<file path="config.mk">
export PLATFORM = sky130hd
export DESIGN_NAME = shift_register_univ
export DESIGN_NICKNAME = d
export VERILOG_FILES = /design/src/rtl/shift_register_univ_pkg.sv /design/src/rtl/dff_rst_cell.sv /design/src/rtl/shift_register_univ.sv
export SDC_FILE = /design/constraint.sdc
export NUM_CORES = 1
export LEC_CHECK = 0
export BUFFER_PORTS_ARGS = -buffer_cell sky130_fd_sc_hd__buf_2
export CAP_MARGIN = 20
export CORE_MARGIN = 1.5
export CORE_UTILIZATION = 49
export DETAILED_ROUTE_END_ITERATION = 10
export GPL_TIMING_DRIVEN = 0
export PLACE_DENSITY = 0.78
export SLEW_MARGIN = 25
export SYNTH_ARGS = -nofsm -noshare
export SYNTH_HDL_FRONTEND = slang
export SYNTH_SLANG_ARGS = --single-unit
</file>
<file path="constraint.sdc">
create_clock -name clk -period 1.9 [get_ports clk]
set_clock_uncertainty 0.2 [all_clocks]
set_input_delay 0.19 -clock clk [delete_from_list [all_inputs] [get_ports clk]]
set_output_delay 0.19 -clock clk [all_outputs]
set_load 0.05 [all_outputs]
</file>
<file path="src/rtl/shift_register_univ_pkg.sv">
// Shared mode encodings and width helper for the universal shift register.
package shift_register_univ_pkg;

  typedef enum logic [2:0] {
    MODE_HOLD  = 3'b000,
    MODE_LOAD  = 3'b001,
    MODE_SHL   = 3'b010,
    MODE_SHR   = 3'b011,
    MODE_ROL   = 3'b100,
    MODE_ROR   = 3'b101,
    MODE_CLEAR = 3'b110,
    MODE_RSVD  = 3'b111
  } mode_e;

  function automatic int cnt_width(input int width);
    return $clog2(width + 1);
  endfunction

endpackage

</file>
<file path="src/rtl/dff_rst_cell.sv">
// One-bit D flip-flop with asynchronous active-low reset to 0.
// Latency: 1 cycle, no backpressure.
module dff_rst_cell (
  input  logic clk,
  input  logic rst_n,
  input  logic d,
  output logic q
);

  always_ff @(posedge clk or negedge rst_n) begin
    if (!rst_n) q <= 1'b0;
    else        q <= d;
  end

endmodule

</file>
<file path="src/rtl/shift_register_univ.sv">
// Universal shift register: hold/load/shift/rotate/clear with a count of un-shifted loaded bits.
// Latency: 1 cycle from mode/d/ser_in to q and cnt; no backpressure (mode applied every edge).
module shift_register_univ
  import shift_register_univ_pkg::*;
#(
  parameter int WIDTH = 8
) (
  input  logic                          clk,
  input  logic                          rst_n,
  input  logic [2:0]                    mode,
  input  logic [WIDTH-1:0]              d,
  input  logic                          ser_in_l,
  input  logic                          ser_in_r,
  output logic [WIDTH-1:0]              q,
  output logic                          ser_out_l,
  output logic                          ser_out_r,
  output logic [cnt_width(WIDTH)-1:0]   cnt,
  output logic                          drained
);

  localparam int CW = cnt_width(WIDTH);

  logic [WIDTH-1:0] q_nxt;

  // Unknown or reserved mode values fall through to the default and hold.
  always_comb begin
    q_nxt = q;
    case (mode)
      MODE_LOAD:  q_nxt = d;
      MODE_SHL:   q_nxt = {q[WIDTH-2:0], ser_in_r};
      MODE_SHR:   q_nxt = {ser_in_l, q[WIDTH-1:1]};
      MODE_ROL:   q_nxt = {q[WIDTH-2:0], q[WIDTH-1]};
      MODE_ROR:   q_nxt = {q[0], q[WIDTH-1:1]};
      MODE_CLEAR: q_nxt = '0;
      default:    q_nxt = q;
    endcase
  end

  for (genvar i = 0; i < WIDTH; i++) begin : g_bit
    dff_rst_cell u_cell (
      .clk   (clk),
      .rst_n (rst_n),
      .d     (q_nxt[i]),
      .q     (q[i])
    );
  end

  // cnt is bookkeeping only; shifting continues after it saturates at 0.
  always_ff @(posedge clk or negedge rst_n) begin
    if (!rst_n) begin
      cnt <= '0;
    end else begin
      case (mode)
        MODE_LOAD:          cnt <= CW'(WIDTH);
        MODE_SHL, MODE_SHR: if (cnt != '0) cnt <= cnt - CW'(1);
        MODE_CLEAR:         cnt <= '0;
        default:            cnt <= cnt;
      endcase
    end
  end

  assign ser_out_l = q[WIDTH-1];
  assign ser_out_r = q[0];
  assign drained   = (cnt == '0);

endmodule

</file>
==> qor.txt <==
Remaining DRCs: 0
Critical-path maximum fanout: 5
Initial core utilization: 52.7%
GR Util All Layers: 20.1%
DRT iter0 DRCs: 35
Reg clk slew, reported paths: 80 ps
Worst EP arrival: 1420 ps
Die Ht: 46.3 um
Via count: 869
Outcome: finished, final reports clean
Combinational share of power: 54.5%
Core ar.: 1750 um2
Post-route ant nets: 0
Main synth FF type: dfrtp_1
Cts bufs inserted: 3
Total grt overflow: 0
Net Sw Power: 0.568 mW
GP Congestion: 0.812
Setup WS pre-CTS: 318 ps
Critical path buffers and inverters: 2
Worst skew pair latency: 270 ps
Async SR Flop Fraction: 100%
Slew Limit Fails: 0
Mapped cell area: 920 um2
Postcts setup bufs: 0
CTS H-Tree Depth: 1
Syn_nets: 121
Peak VDD IR: 0.552 mV
Max Clk Rate: 553 MHz
Nets: 156
DIE WIDTH: 46.3 um
Layout area overhead: 24.9%
Rows: 15
Vias per cell: 5.33
DIE AREA: 2150 um2
Post-Route Utilization: 65.8%
Initial antenna violation count: 0
HPWL after DPL: 1.54 mm
Crit-path cells: inv_1 > ha_1 > nor3b_4 > clkbuf_4
Pin count of the biggest net entering global routing: 13
Sink Count: 12
Post-synth EDFFs: 0
Min Hold Slack: 29.5 ps
Post-synth top area cell: dfrtp_1
Syn Inst Count: 104
Placed Cells incl. Taps: 158
Top cells by area, synth: dfrtp_1 (33%), buf_4 (7.3%), mux2_2 (7.3%), a22oi_1 (4.9%), nor2_1 (3.7%)
First-pass GRT wire length: 3.15 mm
Worst-case clock buffer depth: 2
Crit start category: flop
Post-Route WL: 2.03 mm
Relative slew slack: 62.2%
# diodes: 0
Fin. Hold Viols: 0
Drt pass-1 iters: 4
Setup violations, final: 0
PortBufs: 29
Number of max-cap violations: 0
Setup WS post-layout: 92.4 ps
Power Density: 1040 nW/um2
Measured slew at the worst slew-check pin: 564 ps
Tmin final: 1810 ps
Final setup TNS: 0 ps
Seq/Total Area, Yosys: 32.7%
Total area of sequential cells: 303 um2
Post-synth top cells: dfrtp_1 (12), buf_4 (9), nor2_1 (9)
Seq pwr share: 31.3%
CP delay by family, top: flip-flops
CP peak stage delay: 430 ps
Netlist cell types: 34
Crit share post-route: 95.1%
CTS tree: built
Ys Warns: 0
Synth top area share: 32.7%
Fill count: 158
Hold WC Path Type: in -> reg
I/O pin total: 30
Post-Layout Cell Count: 163
Clk pwr share: 14.2%
Switching share of power: 47.5%
Crit. End Element: output port
Drt wl/cell: 12.5 um
Multi-input gate area: 505 um2
Worst path slowest cell: dfrtp_2
Layout cell share with drive strength beyond 1: 42.0%
Vias in the first global route: 738
Required time of the critical path: 1510 ps
Root Buffer: clkbuf_4
Unrepaired setup endpoints after global routing: no
Most frequent cell after synthesis: dfrtp_1
Pint: 0.628 mW
CP Class: reg -> out
P_leak: 0.557 nW
Yosys reg bits: 12
Syn Area/Cell: 8.84 um2
[cells by family after synthesis]
| kind of cell | share of synthesized area [%] |
|---|---|
| XOR/XNOR | 0.953 |
| buffers and inverters | 13.6 |
| flip-flops | 32.7 |
| AO/OA/AOI/OAI | 23.1 |
| AND/OR/NAND/NOR | 18.4 |
| adder cells (fa/ha/maj) | 3.95 |
| multiplexers | 7.35 |
[tightest hold or removal path: cells and delay by family]
kind / cells / cell delay, ps
AND/OR/NAND/NOR: 1 / 80
AO/OA/AOI/OAI: 1 / 130
buffers and inverters: 1 / 70
[final cells by class]
type,count,share of cell area [%]
inverters,8,2.61
clock buffers,4,2.29
multi-input cells,72,44.0
plain buffers,12,8.28
well taps,25,2.72
flip-flops and latches,12,26.4
repair buffers,30,13.7
[final timing paths]
path,from,endpoint,slack [ps],cells past startpoint
min reg2reg,cnt[0],cnt[0],320,1
max reg2reg,cnt[0],cnt[3],290,5
min in group asynchronous,rst_n,cnt[3],130,2
max,cnt[0],drained,90,4
min,d[7],g_bit[7].u_cell.q,30,3
max in group asynchronous,rst_n,cnt[1],1130,2
[through the flow]
step	power (mW)	cell area, um2
floorplan	0.889	933
global placement	1.01	1110
detailed placement	1.03	1110
CTS	1.19	1150
global route	1.26	1150
finish	1.20	1150
[routing by layer]
| layer | track usage [%] | routed length (um) | vias to the layer above |
|---|---|---|---|
| li1 | - | - | 429 |
| met5 | 0 | 0 | - |
| met4 | 6.86 | 17 | 0 |
| met3 | 2.75 | 80 | 4 |
| met1 | 27.4 | 976 | 409 |
| met2 | 32.2 | 956 | 27 |
[placed cells by master, fill, tap and decap left out, types with 2 or more instances in the layout]
cell type   n
dfrtp_1    10
nor2b_1     3
a21oi_1     4
buf_2      29
a22oi_1     6
mux2_2      6
nor2_1      9
a31oi_1     2
dfrtp_2     2
nand2b_1    2
o2bb2ai_1   3
buf_6       2
nand3b_1    2
inv_1       8
clkbuf_4    4
buf_4       9
o21ai_0     5
ha_1        2
nand2_1     8
a21oi_2     3
[power by group through the flow]
stage               logic, mW  clock network [mW]  registers, mW
detailed placement      0.647                   0          0.378
floorplan               0.445                   0          0.444
global route            0.703               0.178          0.382
finish                  0.652               0.169          0.374
global placement        0.637                   0          0.374
CTS                     0.651               0.170          0.373
[state kept, by name, indices dropped and copies added (netlist names)]
name and cells:
cnt 4, g_bit.u_cell.q 8
[repair_timing]
action | 4_1_cts | 5_1_grt
gates resized for setup | 0 | 1
endpoints found under the hold margin | 12 | 0
setup endpoints to repair | 0 | 1
hold buffers | 1 | 0
No activity file was read; power rests on OpenSTA's default activity.
